`config.mk`:
```
export PLATFORM = sky130hd
export DESIGN_NAME = pipeline_hazard_ctrl
export DESIGN_NICKNAME = d
export VERILOG_FILES = /design/src/rtl/pipeline_hazard_ctrl_pkg.sv /design/src/rtl/pipeline_fwd_unit.sv /design/src/rtl/pipeline_hazard_ctrl.sv
export SDC_FILE = /design/constraint.sdc
export NUM_CORES = 1
export LEC_CHECK = 0
export CORE_MARGIN = 10
export CORE_UTILIZATION = 32
export CTS_CLUSTER_DIAMETER = 100
export DETAILED_ROUTE_END_ITERATION = 6
export PLACE_DENSITY = 0.95
export SYNTH_ARGS = -nofsm -noshare
export SYNTH_HDL_FRONTEND = slang
export SYNTH_SLANG_ARGS = --single-unit
export TNS_END_PERCENT = 50
```
`constraint.sdc`:
```
create_clock -name clk -period 3.5 [get_ports clk]
set_clock_uncertainty 0.2 [all_clocks]
set_input_delay 0.7 -clock clk [delete_from_list [all_inputs] [get_ports clk]]
set_output_delay 0.7 -clock clk [all_outputs]
set_load 0.03 [all_outputs]
```
`src/rtl/pipeline_hazard_ctrl_pkg.sv`:
```
// Shared types and field positions for the TSP16 pipeline hazard controller.
// The PIPELINE_HAZARD_PERF_EN macro (top module) adds stall/flush counters.
package tsp16_pipe_pkg;

  typedef enum logic [1:0] {
    RUN      = 2'd0,
    MEM_WAIT = 2'd1,
    FLUSH    = 2'd2
  } pipe_state_t;

  typedef logic [1:0] fwd_sel_t;
  localparam fwd_sel_t FWD_RF  = 2'd0;
  localparam fwd_sel_t FWD_EX  = 2'd1;
  localparam fwd_sel_t FWD_MEM = 2'd2;

  localparam int OPC_HI = 15;
  localparam int OPC_LO = 12;
  localparam int RD_HI  = 11;
  localparam int RD_LO  = 9;
  localparam int RS1_HI = 8;
  localparam int RS1_LO = 6;
  localparam int RS2_HI = 5;
  localparam int RS2_LO = 3;

  localparam logic [3:0] DEF_LOAD_OPCODE  = 4'hA;
  localparam logic [3:0] DEF_STORE_OPCODE = 4'hB;
  localparam int         DEF_FLUSH_CYCLES = 2;

endpackage

```
`src/rtl/pipeline_fwd_unit.sv`:
```
// Combinational operand-forwarding select for rs1/rs2; execute beats memory.
module pipeline_fwd_unit
  import tsp16_pipe_pkg::*;
(
  input  logic [2:0] rs1,
  input  logic [2:0] rs2,
  input  logic [2:0] ex_rd,
  input  logic       ex_fwd_ok,
  input  logic [2:0] mem_rd,
  input  logic       mem_fwd_ok,
  output logic [1:0] fwd_a,
  output logic [1:0] fwd_b
);

  // r0 is hardwired, so it never needs a forwarded value
  function automatic fwd_sel_t pick(input logic [2:0] src);
    fwd_sel_t sel;
    sel = FWD_RF;
    if (src != 3'd0) begin
      if (ex_fwd_ok && (ex_rd == src)) begin
        sel = FWD_EX;
      end else if (mem_fwd_ok && (mem_rd == src)) begin
        sel = FWD_MEM;
      end
    end
    return sel;
  endfunction

  always_comb begin
    fwd_a = pick(rs1);
    fwd_b = pick(rs2);
  end

endmodule

```
`src/rtl/pipeline_hazard_ctrl.sv`:
```
// TSP16 pipeline hazard sequencer: stalls, bubbles, flushes, forwarding, dmem handshake.
// Define PIPELINE_HAZARD_PERF_EN to add saturating stall/flush performance counters.
module pipeline_hazard_ctrl
  import tsp16_pipe_pkg::*;
#(
  parameter int         FLUSH_CYCLES = DEF_FLUSH_CYCLES,
  parameter logic [3:0] LOAD_OPCODE  = DEF_LOAD_OPCODE,
  parameter logic [3:0] STORE_OPCODE = DEF_STORE_OPCODE
`ifdef PIPELINE_HAZARD_PERF_EN
  , parameter int       CNT_W        = 16
`endif
) (
  input  logic        clk,
  input  logic        rst_n,
  input  logic        dec_valid,
  input  logic [15:0] dec_instr,
  input  logic        ex_done,
  input  logic        ex_is_dependent,
  input  logic [15:0] ex_instr,
  input  logic        mem_done,
  input  logic        mem_is_dependent,
  input  logic [15:0] mem_instr,
  input  logic        branch_taken,
  input  logic        dmem_ack,
  output logic        dmem_req,
  output logic        hold_fetch,
  output logic        hold_decode,
  output logic        bubble_execute,
  output logic        hold_memory,
  output logic        flush_decode,
`ifdef PIPELINE_HAZARD_PERF_EN
  output logic [CNT_W-1:0] perf_stall_cnt,
  output logic [CNT_W-1:0] perf_flush_cnt,
`endif
  output logic [1:0]  fwd_a,
  output logic [1:0]  fwd_b
);

  localparam logic [2:0] FLUSH_LOAD = 3'(FLUSH_CYCLES - 1);

  pipe_state_t state, state_next;
  logic [2:0]  flush_cnt, cnt_next;

  logic [2:0] rs1, rs2, ex_rd, mem_rd;
  logic [3:0] ex_opc, mem_opc;
  logic       ex_is_load, mem_start, mem_stall, load_use;
  logic [1:0] fwd_a_raw, fwd_b_raw;
  logic       unused_bits;

  assign rs1     = dec_instr[RS1_HI:RS1_LO];
  assign rs2     = dec_instr[RS2_HI:RS2_LO];
  assign ex_rd   = ex_instr[RD_HI:RD_LO];
  assign ex_opc  = ex_instr[OPC_HI:OPC_LO];
  assign mem_rd  = mem_instr[RD_HI:RD_LO];
  assign mem_opc = mem_instr[OPC_HI:OPC_LO];
  assign unused_bits = ^{dec_instr[15:9], dec_instr[2:0], ex_instr[8:0], mem_instr[8:0]};

  assign ex_is_load = (ex_opc == LOAD_OPCODE);
  assign mem_start  = mem_done && ((mem_opc == LOAD_OPCODE) || (mem_opc == STORE_OPCODE));
  assign mem_stall  = mem_start && !dmem_ack;
  assign load_use   = ex_done && ex_is_dependent && ex_is_load && dec_valid &&
                      (((rs1 != 3'd0) && (rs1 == ex_rd)) || ((rs2 != 3'd0) && (rs2 == ex_rd)));

  pipeline_fwd_unit u_fwd (
    .rs1        (rs1),
    .rs2        (rs2),
    .ex_rd      (ex_rd),
    .ex_fwd_ok  (ex_done && ex_is_dependent && !ex_is_load),
    .mem_rd     (mem_rd),
    .mem_fwd_ok (mem_done && mem_is_dependent),
    .fwd_a      (fwd_a_raw),
    .fwd_b      (fwd_b_raw)
  );

  assign fwd_a = rst_n ? fwd_a_raw : FWD_RF;
  assign fwd_b = rst_n ? fwd_b_raw : FWD_RF;

  always_ff @(posedge clk or negedge rst_n) begin
    if (!rst_n) begin
      state     <= RUN;
      flush_cnt <= 3'd0;
    end else begin
      state     <= state_next;
      flush_cnt <= cnt_next;
    end
  end

  // Outputs are gated by rst_n so an in-flight dmem_req drops the moment reset asserts
  always_comb begin
    state_next     = state;
    cnt_next       = flush_cnt;
    dmem_req       = 1'b0;
    hold_fetch     = 1'b0;
    hold_decode    = 1'b0;
    bubble_execute = 1'b0;
    hold_memory    = 1'b0;
    flush_decode   = 1'b0;
    if (rst_n) begin
      unique case (state)
        RUN: begin
          dmem_req = mem_start;
          if (mem_stall) begin
            hold_fetch  = 1'b1;
            hold_decode = 1'b1;
            hold_memory = 1'b1;
            state_next  = MEM_WAIT;
          end else if (branch_taken) begin
            flush_decode   = 1'b1;
            bubble_execute = 1'b1;
            cnt_next       = FLUSH_LOAD;
            if (FLUSH_LOAD != 3'd0) state_next = FLUSH;
          end else if (load_use) begin
            hold_fetch     = 1'b1;
            hold_decode    = 1'b1;
            bubble_execute = 1'b1;
          end
        end
        MEM_WAIT: begin
          dmem_req    = 1'b1;
          hold_fetch  = 1'b1;
          hold_decode = 1'b1;
          hold_memory = 1'b1;
          if (dmem_ack) state_next = RUN;
        end
        FLUSH: begin
          dmem_req = mem_start;
          if (mem_stall) begin
            hold_fetch  = 1'b1;
            hold_decode = 1'b1;
            hold_memory = 1'b1;
            cnt_next    = 3'd0;
            state_next  = MEM_WAIT;
          end else begin
            flush_decode   = 1'b1;
            bubble_execute = 1'b1;
            cnt_next       = flush_cnt - 3'd1;
            if (flush_cnt <= 3'd1) begin
              cnt_next   = 3'd0;
              state_next = RUN;
            end
          end
        end
        default: begin
          state_next = RUN;
          cnt_next   = 3'd0;
        end
      endcase
    end
  end

`ifdef PIPELINE_HAZARD_PERF_EN
  // Both counters stick at all-ones rather than wrapping
  always_ff @(posedge clk or negedge rst_n) begin
    if (!rst_n) begin
      perf_stall_cnt <= '0;
      perf_flush_cnt <= '0;
    end else begin
      if (hold_fetch && (perf_stall_cnt != '1)) perf_stall_cnt <= perf_stall_cnt + 1'b1;
      if (flush_decode && (perf_flush_cnt != '1)) perf_flush_cnt <= perf_flush_cnt + 1'b1;
    end
  end
`endif

endmodule

```
**Word level (Yosys, flattened, before mapping)**

Index checks and enable logic that the tools add are counted.

- Register bits: 5
- Input port bits: 57
- Output and inout port bits: 10
- Word-level logic and storage cells: 83

- Add/sub/neg operators: 1
- Order comparisons: 1
- Equal/unequal tests: 16
- Muxes and demuxes: 38
- Bitwise gates (word level): 1
- Reduce and logical (&&, ||, !) cells: 24

Operator list:

| kind | count |
|---|---|
| $mux W2 | 13 |
| $eq A3 B3 Y1 | 6 |
| $logic_and A1 B1 Y1 | 14 |
| $mux W1 | 14 |
| $eq A4 B4 Y1 const B | 3 |
| $mux W3 | 4 |
| $pmux W3 S3 | 1 |
| $pmux W1 S2 | 4 |
| $reduce_and A4 Y1 | 2 |
| $ne A2 B2 Y1 const B | 3 |
| $ne A3 B3 Y1 const B | 2 |
| $pmux W2 S3 | 1 |
| $reduce_bool A3 Y1 | 2 |
| $le A3 B1 Y1 const B | 1 |
| $pmux W1 S3 | 1 |
| $sub A3 B1 Y3 const B | 1 |
| $eq A2 B1 Y1 const B | 1 |
| $eq A2 B2 Y1 const B | 1 |
| $logic_not A1 Y1 | 2 |
| $logic_not A2 Y1 | 1 |
| $logic_or A1 B1 Y1 | 2 |
| $reduce_or A2 Y1 | 1 |
| $not A1 Y1 | 1 |

**Longest topological paths before layout**

- Depth after elaboration: 9
- Gate-level depth with buffers: 5
- Mapped depth without buffers: 5

**Hierarchy**

A second synthesis with hierarchy kept.

- Cell total of the unflattened synthesis: 94
- Area total of the unflattened synthesis: 743.2 um^2

By module, submodules not included:

| module | times used | cells an instance | area each (um^2) | sequential area each (um^2) |
|---|---|---|---|---|
| pipeline_hazard_ctrl | 1 | 68 | 560.5 | 125.1 |
| pipeline_fwd_unit | 1 | 26 | 182.7 | 0.0 |

**Worst setup path before layout**

Ideal clock, no wire load.

- Kind: input-to-output
- Start: in ex_instr[11]
- End: out hold_fetch
- Data arrival time: 2039 ps
- Required time: 2600 ps
- Setup slack: 561 ps
- Stages on the path: 5
- Cell sequence: xor2_1 a2111oi_2 a22o_1 a41o_1 buf_4

- Cells in the longest elaborated chain, start to end: 9
- Elaborated cells between the ends (all ways): 11
- Those cells by class: eq/ne (2); mux (5); reduce/logical (4)

Ends and longest elaborated chain:

| element | line | source |
|---|---|---|
| start: declaration | pipeline_hazard_ctrl.sv:19 | `input logic [15:0] ex_instr,` |
| $eq A3 B3 Y1 | pipeline_hazard_ctrl.sv:62 | `(((rs1 != 3'd0) && (rs1 == ex_rd)) \|\| ((rs2 != 3'd0) && (rs2 == ex_rd)));` |
| $logic_and A1 B1 Y1 | pipeline_hazard_ctrl.sv:62 |  |
| $logic_or A1 B1 Y1 * | pipeline_hazard_ctrl.sv:62 |  |
| $logic_and A1 B1 Y1 * | pipeline_hazard_ctrl.sv:61 | `assign load_use = ex_done && ex_is_dependent && ex_is_load && dec_valid &&` |
| $mux W1 * (3 in a row) | -- |  |
| $pmux W1 S3 * | -- |  |
| $mux W1 * | -- |  |
| end: declaration | pipeline_hazard_ctrl.sv:26 | `output logic hold_fetch,` |

Every way passes the cells marked *; elsewhere a longest branch is shown, timed or not.

**Final worst setup path**

- Start: in ex_instr[14]
- End: out fwd_a[1]

- Cells in the longest elaborated chain, start to end: 7

Ends and longest elaborated chain:

| element | line | source |
|---|---|---|
| $eq A4 B4 Y1 | pipeline_hazard_ctrl.sv:58 | `assign ex_is_load = (ex_opc == LOAD_OPCODE);` |
| $logic_not A1 Y1 | pipeline_hazard_ctrl.sv:68 | `.ex_fwd_ok (ex_done && ex_is_dependent && !ex_is_load),` |
| $logic_and A1 B1 Y1 | pipeline_hazard_ctrl.sv:68 |  |
| $logic_and A1 B1 Y1 | pipeline_fwd_unit.sv:20 | `if (ex_fwd_ok && (ex_rd == src)) begin` |
| $mux W2 | pipeline_fwd_unit.sv:20 |  |
| $mux W2 | pipeline_fwd_unit.sv:19 | `if (src != 3'd0) begin` |
| $mux W2 | pipeline_hazard_ctrl.sv:75 | `assign fwd_a = rst_n ? fwd_a_raw : FWD_RF;` |
| end: declaration | pipeline_hazard_ctrl.sv:35 | `output logic [1:0] fwd_a,` |

No other way between the ends.

==> impl_metrics.env <==
export IMPL_layout_setup_ws_ns=0.116
export IMPL_gr_usage_all_layers_pct=11.8
export IMPL_core_um2=2000
export IMPL_worst_path_buf_inv=2
export IMPL_tns_ns=0
export IMPL_syn_area_per_cell_um2=7.47
export IMPL_seq_area_frac_synth_pct=18.2
export IMPL_worstMarginPinSlew_ns=0.344
export IMPL_vdd_ir_drop_max_mv=0.135
export IMPL_areaGrowthSynthToFinish_pct=80.9
export IMPL_arrival_ns=2.48
export IMPL_grt_ovfl_total=0
export IMPL_critPathMaxFanout=3
export IMPL_dr_wl_met2_um=1400
export IMPL_cts_root_buf="clkbuf_4"
export IMPL_fmax_mhz=296
export IMPL_antennaDiodeCount=0
export IMPL_hp_class="reg2reg"
export IMPL_synth_edf_count=0
export IMPL_power_mw=0.309
export IMPL_top_layer="met4"
export IMPL_syn_inst=92
export IMPL_drc=0
export IMPL_ys_ff_latch=5
export IMPL_ys_async_sr_fraction_pct=100
export IMPL_port_buffers=37
export IMPL_powerDensity_nw_per_um2=249
export IMPL_period_share_pct=96.7
export IMPL_die_y_um=66.3
export IMPL_setup_viol_count_final=0
export IMPL_dp_final_hpwl_um=2220
export IMPL_numCtsBuffers=3
export IMPL_p_leak_nw=0.554
export IMPL_pin_count=67
export IMPL_slowest_stage="clkdlybuf4s50_1"
export IMPL_wire_per_inst_um=14.9
export IMPL_grt_pass1_vias=974
export IMPL_cp_required_ns=2.60
export IMPL_via_per_inst=5.36
export IMPL_clock_latency_ns=0.25
export IMPL_maxCapViolCount=0
export IMPL_synth_cell_types=38
export IMPL_worstSetupPathType="in2out"
export IMPL_wl_met1_um=985
export IMPL_finalMaxSlewViolations=0
export IMPL_final_cell_mix="clkdlybuf4s50_1 (29), buf_4 (22), nand2_1 (8), nor2_1 (8), a21oi_1 (7)"
export IMPL_syn_cell_area_um2=687
export IMPL_die_w_um=66.3
export IMPL_drt_initial_drc_count=41
export IMPL_num_rows=16
export IMPL_fin_util_pct=62.1
export IMPL_grt_start_max_net_pins=16
export IMPL_cts_setup_buffers=0
export IMPL_finalNetCount=205
export IMPL_drive_gt1_share_pct=21.2
export IMPL_dpl_worst_slack_ns=-0.203
export IMPL_ys_warn_count=0
export IMPL_grt_first_pass_wirelength_um=4260
export IMPL_status="completed"
export IMPL_placed_cell_area_um2=1180
export IMPL_cts_repair_resized=4
export IMPL_final_common_cell="clkdlybuf4s50_1"
export IMPL_postRouteAntennaNets=0
export IMPL_route_met3_wl_um=176
export IMPL_finalNonFillerCells=173
export IMPL_rsz0062_at_grt="no"
export IMPL_slowest_delay_ns=0.44
export IMPL_cts_buffer_depth=2
export IMPL_dr_pass1_iters=4
export IMPL_antenna_found_initial=0
export IMPL_path_delay_family="buffers and inverters"
export IMPL_die_area_um2=4400
export IMPL_dp_cells=169
export IMPL_timing_hold_violations_final=0
export IMPL_start_util_pct=34.3
export IMPL_fill_cells=168
export IMPL_clock_sinks=5
export IMPL_cp_cell_sequence="clkdlybuf4s50_1 -> and4bb_1 -> nor4_2 -> a211oi_1 -> o211a_1 -> dlygate4sd2_1"
export IMPL_dr_total_vias=927
export IMPL_maxSlewHeadroom_pct=76.8
export IMPL_period_needed_ns=3.38
export IMPL_drt_total_wl_um=2570
export IMPL_cp_end_kind="output port"
export IMPL_postCtsHoldBufs=0
export IMPL_cts_tree="built"
export IMPL_htreeDepth=1
export IMPL_syn_num_nets=150
export IMPL_path_clk_slew_ns=0.05
export IMPL_synthFlopType="dfrtp_1"
export IMPL_cp_start_kind="input port"
export IMPL_gp_routability_congestion=0.807
export IMPL_final_cell_area_um2=1240
export IMPL_timing_hold_ws_ns=0.318
## synthesized netlist by cell type, types with 3 or more instances
master	instances	area share, %
nand3_1	4	2.9
inv_1	5	2.7
a21oi_1	7	5.1
o21a_1	3	3.3
nor2_1	8	4.4
dfrtp_1	5	18
xor2_1	4	5.1
o31ai_1	3	3.3
nor2b_1	4	3.6
o211ai_1	3	3.3
nand2_1	8	4.4
## state kept, by name (all words and copies together), names as in the netlist
name	cells
flush_cnt	3
state	2
## routing by layer
layer,GRT usage (%),vias up
met5,0,-
met4,3.93,0
met3,3.22,2
met2,22.8,40
met1,11.7,432
li1,-,453
## report_power, final
part	switching, mW	internal, mW	total (mW)
Combinational	0.0795	0.0832	0.163
Clock	0.0275	0.0433	0.0708
Sequential	0.00875	0.0669	0.0756
## path summary, 6_finish.rpt
kind                       slack (ns)  cells after the start                     start                  endpoint
hold / removal                   0.32                      1  flush_cnt[0]$_DFFE_PN0P_  flush_cnt[0]$_DFFE_PN0P_
min in group asynchronous        0.62                      2                     rst_n  flush_cnt[0]$_DFFE_PN0P_
setup reg to reg                 1.92                      4      state[0]$_DFFE_PN0P_  flush_cnt[0]$_DFFE_PN0P_
max in group asynchronous        2.32                      2                     rst_n      state[0]$_DFFE_PN0P_
setup / recovery                 0.12                      6              ex_instr[14]                  fwd_a[1]
hold reg to reg                  0.32                      1  flush_cnt[0]$_DFFE_PN0P_  flush_cnt[0]$_DFFE_PN0P_
## final cells by class
cell class | count | area (µm²) | share of cell area (%)
Timing Repair Buffer | 53 | 473 | 38.1
Tap cell | 27 | 33.8 | 2.72
Sequential cell | 5 | 125 | 10.1
Inverter | 7 | 26.3 | 2.11
Multi-Input combinational cell | 77 | 558 | 44.9
Clock buffer | 4 | 26.3 | 2.11
## cells by family (layout without fill, tap and decap cells)
family          Yosys count  count (layout)  synth area share [%]
buf+inv                  10              64                  6.01
flops                     5               5                  18.2
mux                       1               1                  1.64
xor+xnor                  6               6                  7.65
simple gates             37              37                  29.0
fa+ha+maj                 1               1                  1.82
compound gates           32              32                  35.7
Note: power is estimated with default switching activity, not from simulation.
